File: src/rtl/de_pipe_reg.sv
// D/E pipeline register: captures the decoded bundle for E, raises the MDU hazard
// stall, and turns stall/flush cycles into bubbles that keep EPC information intact.
module de_pipe_reg #(
    parameter logic [31:0] PC_RESET   = 32'h0000_3000,
    parameter logic [31:0] PC_HANDLER = 32'h0000_4180,
    parameter int          DW         = 32
) (
    input  logic          clk,
    input  logic          reset,
    input  logic          req,
    input  logic          stall_other,
    input  logic          md_busy,
    input  logic [DW-1:0] d_instr,
    input  logic [31:0]   d_pc,
    input  logic [DW-1:0] d_rs,
    input  logic [DW-1:0] d_rt,
    input  logic [DW-1:0] d_imm,
    input  logic [4:0]    d_wa,
    input  logic [3:0]    d_mdu_op,
    input  logic [4:0]    d_exc,
    input  logic          d_bd,
    output logic [DW-1:0] e_instr,
    output logic [31:0]   e_pc,
    output logic [DW-1:0] e_rs,
    output logic [DW-1:0] e_rt,
    output logic [DW-1:0] e_imm,
    output logic [4:0]    e_wa,
    output logic [3:0]    e_mdu_op,
    output logic          e_mdu_start,
    output logic [4:0]    e_exc,
    output logic          e_bd,
    output logic          stall
);

    logic [DW-1:0] e_instr_q, e_instr_d;
    logic [31:0]   e_pc_q, e_pc_d;
    logic [DW-1:0] e_rs_q, e_rs_d;
    logic [DW-1:0] e_rt_q, e_rt_d;
    logic [DW-1:0] e_imm_q, e_imm_d;
    logic [4:0]    e_wa_q, e_wa_d;
    logic [3:0]    e_mdu_op_q, e_mdu_op_d;
    logic          e_mdu_start_q, e_mdu_start_d;
    logic [4:0]    e_exc_q, e_exc_d;
    logic          e_bd_q, e_bd_d;

    logic d_uses_mdu;
    logic d_starts_mdu;
    logic stall_md;

    assign d_uses_mdu   = (d_mdu_op != 4'd0) && (d_mdu_op <= 4'd8);
    assign d_starts_mdu = (d_mdu_op != 4'd0) && (d_mdu_op <= 4'd4);

    // e_mdu_start covers the cycle before the MDU raises Busy.
    assign stall_md = d_uses_mdu && (md_busy || e_mdu_start_q);
    assign stall    = stall_other || stall_md;

    always_comb begin
        e_instr_d     = '0;
        e_pc_d        = d_pc;
        e_rs_d        = '0;
        e_rt_d        = '0;
        e_imm_d       = '0;
        e_wa_d        = '0;
        e_mdu_op_d    = '0;
        e_mdu_start_d = 1'b0;
        e_exc_d       = '0;
        e_bd_d        = d_bd;

        if (req) begin
            e_pc_d = PC_HANDLER;
            e_bd_d = 1'b0;
        end else if (!stall) begin
            e_instr_d     = d_instr;
            e_rs_d        = d_rs;
            e_rt_d        = d_rt;
            e_imm_d       = d_imm;
            e_wa_d        = d_wa;
            e_mdu_op_d    = d_mdu_op;
            e_mdu_start_d = d_starts_mdu;
            e_exc_d       = d_exc;
        end
    end

    always_ff @(posedge clk) begin
        if (reset) begin
            e_instr_q     <= '0;
            e_pc_q        <= PC_RESET;
            e_rs_q        <= '0;
            e_rt_q        <= '0;
            e_imm_q       <= '0;
            e_wa_q        <= '0;
            e_mdu_op_q    <= '0;
            e_mdu_start_q <= 1'b0;
            e_exc_q       <= '0;
            e_bd_q        <= 1'b0;
        end else begin
            e_instr_q     <= e_instr_d;
            e_pc_q        <= e_pc_d;
            e_rs_q        <= e_rs_d;
            e_rt_q        <= e_rt_d;
            e_imm_q       <= e_imm_d;
            e_wa_q        <= e_wa_d;
            e_mdu_op_q    <= e_mdu_op_d;
            e_mdu_start_q <= e_mdu_start_d;
            e_exc_q       <= e_exc_d;
            e_bd_q        <= e_bd_d;
        end
    end

    assign e_instr     = e_instr_q;
    assign e_pc        = e_pc_q;
    assign e_rs        = e_rs_q;
    assign e_rt        = e_rt_q;
    assign e_imm       = e_imm_q;
    assign e_wa        = e_wa_q;
    assign e_mdu_op    = e_mdu_op_q;
    assign e_mdu_start = e_mdu_start_q;
    assign e_exc       = e_exc_q;
    assign e_bd        = e_bd_q;

endmodule

File: config.mk
export PLATFORM = sky130hd
export DESIGN_NAME = de_pipe_reg
export DESIGN_NICKNAME = d
export VERILOG_FILES = /design/src/rtl/de_pipe_reg.sv
export SDC_FILE = /design/constraint.sdc
export NUM_CORES = 1
export LEC_CHECK = 0
export ABC_CLOCK_PERIOD_IN_PS = 2400
export BUFFER_PORTS_ARGS = -buffer_cell sky130_fd_sc_hd__buf_2
export CORE_ASPECT_RATIO = 1.25
export CORE_UTILIZATION = 30
export DETAILED_ROUTE_END_ITERATION = 10
export PLACE_DENSITY = 0.55
export SYNTH_ARGS = -nofsm -noshare
export SYNTH_HDL_FRONTEND = slang
export SYNTH_SLANG_ARGS = --single-unit
File: constraint.sdc
create_clock -name clk -period 2.4 [get_ports clk]
set_input_delay 0.48 -clock clk [delete_from_list [all_inputs] [get_ports clk]]
set_output_delay 0.48 -clock clk [all_outputs]
set_load 0.01 [all_outputs]
==> results of run 1 <==
## worst max-delay path: stages
cell and delay, ps:
buf_2 140, or4_4 580, a31o_2 250, buf_2 130
## worst max path at each step
stage | endpoint | slack (ps) | cells past startpoint
detailed placement | e_exc[4] | 300 | 4
floorplan | stall | 380 | 4
global placement | e_rt[31] | 350 | 4
global route | stall | 320 | 4
finish | stall | 340 | 4
CTS | stall | 350 | 4
## synth_stat cells
cell type and count:
nand2b_1 140, a311oi_2 90, inv_1 3, o31ai_2 1
nor3_1 1, a31o_2 1, buf_2 18, o21a_1 1
or2_2 2, a2111oi_0 3, or4_1 2, buf_6 10
a21o_1 2, dfxtp_1 176, nor2_1 7, a311oi_1 50
and2_1 28, clkbuf_1 44, buf_1 9
## sequential cells by signal, indices dropped and copies added, names as in the netlist
signal       cells
e_bd             1
e_pc            32
e_instr         32
e_rt            32
e_wa             5
e_mdu_start      1
e_imm           32
e_rs            32
e_exc            5
e_mdu_op         4
## power by group through the flow
stage,logic (mW),clock network (mW),registers [mW]
after floorplan,0.380,0,3.13
after global placement,0.778,0,3.09
after detailed placement,0.781,0,3.09
after CTS,0.785,2.74,3.02
after global routing,0.839,2.87,3.03
final,0.773,2.66,3.02
## cells in the final DEF (no fill, tap or decap)
cell	count
inv_6	3
inv_8	5
or4_1	1
buf_2	355
clkinv_4	2
inv_1	3
a311oi_1	50
a2111oi_0	3
nor3_1	1
clkinvlp_4	2
diode_2	2
clkinv_2	2
or4_4	1
buf_12	10
nand2b_1	140
a21o_1	2
or2_4	2
a311oi_2	90
dfxtp_1	176
clkbuf_16	17
nor2_1	7
buf_4	11
and2_1	28
o21a_1	1
a31o_2	1
o31ai_4	1
clkbuf_1	1
## layout make-up
type / count / area share, %
clock inverters: 14 / 1.32
well taps: 283 / 3.73
flip-flops and latches: 176 / 37.1
diodes: 2 / 0.0527
multi-input cells: 328 / 31.5
clock buffers: 18 / 4.52
repair buffers: 376 / 21.7
inverters: 3 / 0.119
## metrics by stage
stage	utilization [%]	setup WS [ps]	cell area [um^2]
2_1_floorplan	-	378	6910
3_3_place_gp	39.8	346	8930
3_5_place_dp	39.8	296	8930
4_1_cts	42.3	345	9490
5_1_grt	42.3	320	9490
6_report	42.3	338	9490
## routing by layer
metal  global-route usage, %  routed length (um)  vias up
li1                        -                   -     2776
met1                    19.5                8310     2757
met2                    32.4               11400      240
met3                    5.45                1930       23
met4                    6.00                 391        2
met5                       0                  13        -
## cells by family (layout without fill, tap and decap cells)
group / Yosys count / count (layout) / synth area share (%)
buffers and inverters: 84 / 411 / 5.98
other: 0 / 2 / 0
AND/OR/NAND/NOR: 180 / 180 / 16.1
flip-flops: 176 / 176 / 51.0
AO/OA/AOI/OAI: 148 / 148 / 26.9
==> metrics.csv, run 1 <==
stage,metric,value,unit
cts,cts_tree,done,
min_path,whs_path_depth,2,
sta,maxSlewViolCount,0,
layout,layout.nets,1082,
cts,hold_buffers,0,
sta,tightest_slew,897,ps
cts,numCtsBuffers,17,
cts,cts_root_buf,clkbuf_16,
outcome,status,"complete, no violations",
worst_setup_path,startpoint,d_mdu_op[1],
synth,syn_nets,768,
cts,cts_resized,0,
pwr,power_density,680,nW/um^2
route,wl_per_cell,18.4,um
pwr,swShare,27.2,%
global_routing,grt_pass1_vias,5643,
sta,slew_headroom,40.2,%
layout,final_cells,1200,
route,drt-total-wl,22000,um
route,vias,5798,
pwr,vdd_drop_max,0.454,mV
sta,fin_crit,2060,ps
die,fp.coreArea,22400,um^2
synth,synthesis.area,6910,um^2
synth,synth.top_cell.area_share,51.0,%
route,viasPerCell,4.83,
cts,clock-sinks,176,
cts,cts_max_level,4,
worst_setup_path,crit_fanout,5,
layout,area_delta_synth_final,37.5,%
pwr,power_leakage,4.09,nW
sta,fin_tns_setup,0,ps
worst_setup_path,r2r-start,e_mdu_start,
worst_setup_path,worstPathRequired,1920,ps
pwr,p_int,4.70,mW
synth,synth_cells,588,
cts,cts_buffer_depth,2,
synth,seq_area_frac_synth,51.0,%
worst_setup_path,cp-end-kind,primary output,
sta,rsz0062_at_grt,false,
layout,final_layout_size_suffix_gt1_share,54.9,%
min_path,hold_path_startpoint,d_pc[23],
pwr,finalPower,6.45,mW
layout,regArea,3520,um^2
worst_setup_path,cp.arrival,1580,ps
route,drcViolationCount,0,
sta,hold_ws,255,ps
route,ant_nets,0,
die,io_pins,357,
placement,port_buffers,356,
sta,post-route-period-util,85.9,%
cts,clk_pin_slew,70,ps
pwr,clkPwrFrac,41.2,%
pwr,power_switching,1.76,mW
die,rows,61,
min_path,min_to,e_pc[23],
synth,synth.avg_cell_area,11.7,um^2
cts,clk-insertion-delay-late,430,ps
route,drt_iter0_drc,228,
synth,synth_area_leaders,"dfxtp_1, a311oi_2, nand2b_1",
worst_setup_path,reg2reg_to,e_wa[2],
global_routing,antenna_found_initial,3,
synth,ys_types,19,
worst_setup_path,reg2reg_depth,3,
pwr,combPwrFrac,12.0,%
die,die_w,138,um
min_path,hold_path.class,input pin to flop,
layout,multi_input_area,2990,um^2
synth,yosysWarnings,0,
worst_setup_path,crit_type,input pin to primary output,
die,die_area,23600,um^2
die,start_util,30.8,%
global_routing,grt_pass1_wl,31900,um
sta,clock.fmax,485,MHz
layout,nFillCells,2230,
die,die_h,172,um
synth,yosysTopAreaCell,dfxtp_1,
global_routing,grt_usage,17.9,%
global_routing,grt_start_max_net_pins,95,
synth,yosys_register_bits,176,
global_routing,gr-total-overflow,0,
sta,finalSetupViolCount,0,
placement,dp_cells,1166,
cts,post-cts-setup-buffers,0,
placement,place_congestion,0.789,
pwr,seq_power_share,46.8,%
sta,hold_violations,0,
worst_setup_path,startpoint_type,input pin,
worst_setup_path,regToRegSetupSlack,1080,ps
placement,place_hpwl,14700,um
sta,fin_skew,8.98,ps
route,dr.pass1.iters,4,
flow_run,cap_violations,0,
Power figures use the tool's default switching activity.
==> run 2, diff against run 1 <==
- ABC_CLOCK_PERIOD_IN_PS: 2400 -> 2330
- clock period: 2.4 -> 2.33 ns (I/O delays scaled with it)
==> run 2 against run 1 <==
Effect of this change:
- routed wire length shrank 1.1%
- sequential share of layout area grew 0.20 points
- worst setup slack lost 53 ps
- core utilization shrank 0.23 points
- via count shrank 0.41%
- critical path depth is the same
- critical endpoint unchanged
- largest power group unchanged
==> metrics.csv, run 2 (synthesis gave the netlist of run 1 again) <==
stage,metric,value,unit
worst_setup_path,startpoint_type,input pin,
route,vias,5774,
global_routing,grt_pass1_wl,31800,um
sta,slew_headroom,62.7,%
sta,fin_crit,2040,ps
cts,hold_buffers,0,
cts,post-cts-setup-buffers,0,
global_routing,grt_pass1_vias,5616,
sta,fin_skew,8.82,ps
pwr,power_leakage,4.04,nW
route,dr.pass1.iters,4,
layout,final_layout_size_suffix_gt1_share,54.6,%
outcome,status,"complete, no violations",
cts,cts_root_buf,clkbuf_16,
cts,cts_resized,0,
layout,regArea,3520,um^2
layout,layout.nets,1075,
sta,rsz0062_at_grt,false,
route,drcViolationCount,0,
layout,area_delta_synth_final,36.7,%
placement,port_buffers,356,
placement,place_congestion,0.754,
die,io_pins,357,
sta,finalSetupViolCount,0,
sta,tightest_slew,545,ps
route,viasPerCell,4.84,
cts,cts_buffer_depth,2,
die,fp.coreArea,22400,um^2
global_routing,gr-total-overflow,0,
global_routing,antenna_found_initial,5,
worst_setup_path,regToRegSetupSlack,1010,ps
placement,place_hpwl,14500,um
layout,nFillCells,2252,
worst_setup_path,worstPathRequired,1860,ps
cts,numCtsBuffers,17,
worst_setup_path,cp.arrival,1580,ps
worst_setup_path,cp-end-kind,primary output,
flow_run,cap_violations,0,
die,die_w,138,um
sta,clock.fmax,489,MHz
worst_setup_path,crit_type,input pin to primary output,
route,drt-total-wl,21800,um
worst_setup_path,crit_fanout,5,
sta,fin_tns_setup,0,ps
die,rows,61,
die,die_h,172,um
pwr,vdd_drop_max,0.460,mV
layout,multi_input_area,2990,um^2
cts,clock-sinks,176,
sta,hold_ws,242,ps
cts,cts_tree,done,
min_path,hold_path.class,input pin to flop,
cts,clk-insertion-delay-late,420,ps
route,drt_iter0_drc,184,
cts,cts_max_level,4,
global_routing,grt_usage,17.8,%
layout,final_common_cell,buf_2,
global_routing,grt_start_max_net_pins,88,
placement,dp_cells,1159,
die,die_area,23600,um^2
sta,hold_violations,0,
route,wl_per_cell,18.3,um
layout,final_cell_mix,"buf_2, dfxtp_1, nand2b_1, a311oi_2, a311oi_1",
cts,clk_pin_slew,70,ps
pwr,power_density,699,nW/um^2
sta,maxSlewViolCount,0,
die,start_util,30.8,%
sta,post-route-period-util,87.7,%
route,ant_nets,0,
layout,final_cells,1193,
==> run 2: critical path: stages <==
cell and delay (ps):
buf_2 140, or4_4 590, a31o_2 250, buf_2 130
==> run 2: worst paths after layout <==
kind,start,to,depth (start not counted)
setup / recovery,d_mdu_op[1],stall,4
hold / removal,d_pc[23],e_pc[23],2
setup reg to reg,e_mdu_start,e_rt[0],3
hold reg to reg,e_mdu_start,e_mdu_op[2],2
==> run 2: final cells by class <==
cell class              count  share of cell area (%)
inverters                   3                   0.119
clock inverters            12                    1.06
clock buffers              19                    4.80
repair buffers            369                    21.3
diodes                      3                  0.0795
well taps                 283                    3.75
multi-input cells         328                    31.6
flip-flops and latches    176                    37.3
==> run 2: per-stage QoR <==
step	worst slack, ps	utilization, %	power (mW)	area, um^2
floorplan	336	-	3.62	6910
global placement	292	39.6	3.97	8880
detailed placement	283	39.6	3.97	8880
CTS	280	42.0	6.70	9440
global route	259	42.1	6.91	9440
finish	286	42.1	6.60	9440
==> run 2: power by group <==
part	internal [mW]	leakage (nW)	switching, mW
registers	3.09	1.43	0.0193
clock network	1.44	0.253	1.27
logic	0.326	2.35	0.455
==> run 2: routing by layer <==
| metal | GRT usage [%] | wire [um] |
|---|---|---|
| met2 | 30.5 | 10700 |
| met3 | 6.63 | 2120 |
| met4 | 9.07 | 767 |
| met1 | 19.0 | 8150 |
| met5 | 0 | 16 |
==> run 3, diff against run 2 <==
- SETUP_SLACK_MARGIN: unset -> 0.3
==> run 3 against run 2 <==
Effect of this change:
- clock-buffer cell count did not move
- sequential power barely moved
- global-route usage did not move
- clock skew barely moved
- sequential cell count did not move
- core utilization barely moved
- non-clock buffer count rose by 1
- combinational power barely moved
- via count rose by 0.55%
- critical endpoint unchanged
- largest power group unchanged
==> metrics.csv, run 3 (synthesis gave the netlist of run 1 again) <==
stage,metric,value,unit
route,vias,5806,
pwr,vdd_drop_max,0.460,mV
route,drcViolationCount,0,
sta,finalSetupViolCount,0,
die,die_area,23600,um^2
route,wl_per_cell,18.3,um
route,dr.pass1.iters,4,
placement,port_buffers,356,
placement,place_congestion,0.754,
layout,final_cell_mix,"buf_2, dfxtp_1, nand2b_1, a311oi_2, a311oi_1",
worst_setup_path,startpoint_type,input pin,
die,io_pins,357,
sta,tightest_slew,545,ps
cts,cts_tree,done,
route,drt_iter0_drc,190,
cts,numCtsBuffers,17,
route,drt-total-wl,21800,um
outcome,status,"complete, no violations",
cts,hold_buffers,0,
die,fp.coreArea,22400,um^2
layout,post-route-util,42.1,%
sta,fin_crit,1970,ps
min_path,hold_path.class,input pin to flop,
cts,cts_root_buf,clkbuf_16,
placement,pre_cts_slack,283,ps
global_routing,gr-total-overflow,0,
flow_run,cap_violations,0,
worst_setup_path,crit_type,input pin to primary output,
route,ant_nets,0,
cts,clk_pin_slew,70,ps
layout,final_common_cell,buf_2,
worst_setup_path,crit_fanout,4,
global_routing,grt_pass1_wl,31800,um
sta,fin_ws,363,ps
global_routing,antenna_found_initial,5,
layout,nFillCells,2252,
cts,clk-insertion-delay-late,420,ps
pwr,power_leakage,4.04,nW
sta,fin_tns_setup,0,ps
placement,place_hpwl,14500,um
worst_setup_path,cp.arrival,1500,ps
die,die_w,138,um
worst_setup_path,worstPathRequired,1860,ps
global_routing,grt_pass1_vias,5616,
global_routing,grt_usage,17.8,%
cts,cts_buffer_depth,2,
layout,layout.nets,1076,
layout,final_layout_size_suffix_gt1_share,54.6,%
die,rows,61,
sta,maxSlewViolCount,0,
sta,hold_violations,0,
sta,fin_skew,8.37,ps
sta,rsz0062_at_grt,false,
sta,hold_ws,243,ps
cts,post-cts-setup-buffers,1,
pwr,power_density,699,nW/um^2
sta,clock.fmax,508,MHz
cts,clock-sinks,176,
global_routing,grt_start_max_net_pins,88,
die,die_h,172,um
route,viasPerCell,4.87,
cts,cts_resized,0,
die,start_util,30.8,%
worst_setup_path,cp-end-kind,primary output,
cts,cts_max_level,4,
sta,post-route-period-util,84.4,%
layout,area_delta_synth_final,36.8,%
sta,slew_headroom,62.7,%
-- run 3: layer usage --
| layer | wire length (um) | share of wire, % | global-route usage [%] | up-vias |
|---|---|---|---|---|
| met5 | 16 | 0.073 | 0 | - |
| met4 | 772 | 3.5 | 9.07 | 2 |
| met3 | 2120 | 9.7 | 6.63 | 40 |
| met2 | 10800 | 50 | 30.5 | 258 |
| met1 | 8090 | 37 | 19.0 | 2748 |
| li1 | - | - | - | 2758 |
-- run 3: per-stage QoR --
| step | std cells | cell area [um^2] | power [mW] |
|---|---|---|---|
| after global routing | 1193 | 9450 | 6.91 |
| final | 1193 | 9450 | 6.61 |
| after CTS | 1191 | 9440 | 6.70 |
| after floorplan | 588 | 6910 | 3.62 |
| after global placement | 1159 | 8880 | 3.97 |
| after detailed placement | 1159 | 8880 | 3.97 |
-- run 3: worst max-delay path, cell delays in order --
cell and delay, ps:
buf_2 130, or4_4 530, a31o_2 240, buf_2 130
-- run 3: final cells by class --
type	count	area (um^2)	area share, %
inverters	3	11.3	0.119
flip-flops and latches	176	3520	37.3
clock buffers	19	453	4.79
repair buffers	370	2010	21.3
well taps	283	354	3.75
clock inverters	12	100	1.06
multi-input cells	328	2990	31.6
diodes	2	5.00	0.0530
-- run 3: power breakdown --
part	leakage, nW	internal (mW)	switching [mW]	total [mW]
Combinational	2.36	0.326	0.456	0.782
Clock	0.253	1.44	1.27	2.71
Sequential	1.43	3.09	0.0193	3.11
Total	4.04	4.86	1.75	6.61
-- run 3: final timing paths --
kind / to / cells after the start / slack, ps / from
worst max-delay path: stall / 4 / 360 / d_mdu_op[3]
worst min-delay path: e_pc[23] / 2 / 240 / d_pc[23]
worst max register to register: e_rt[5] / 3 / 1010 / e_mdu_start
worst min register to register: e_mdu_op[2] / 2 / 680 / e_mdu_start
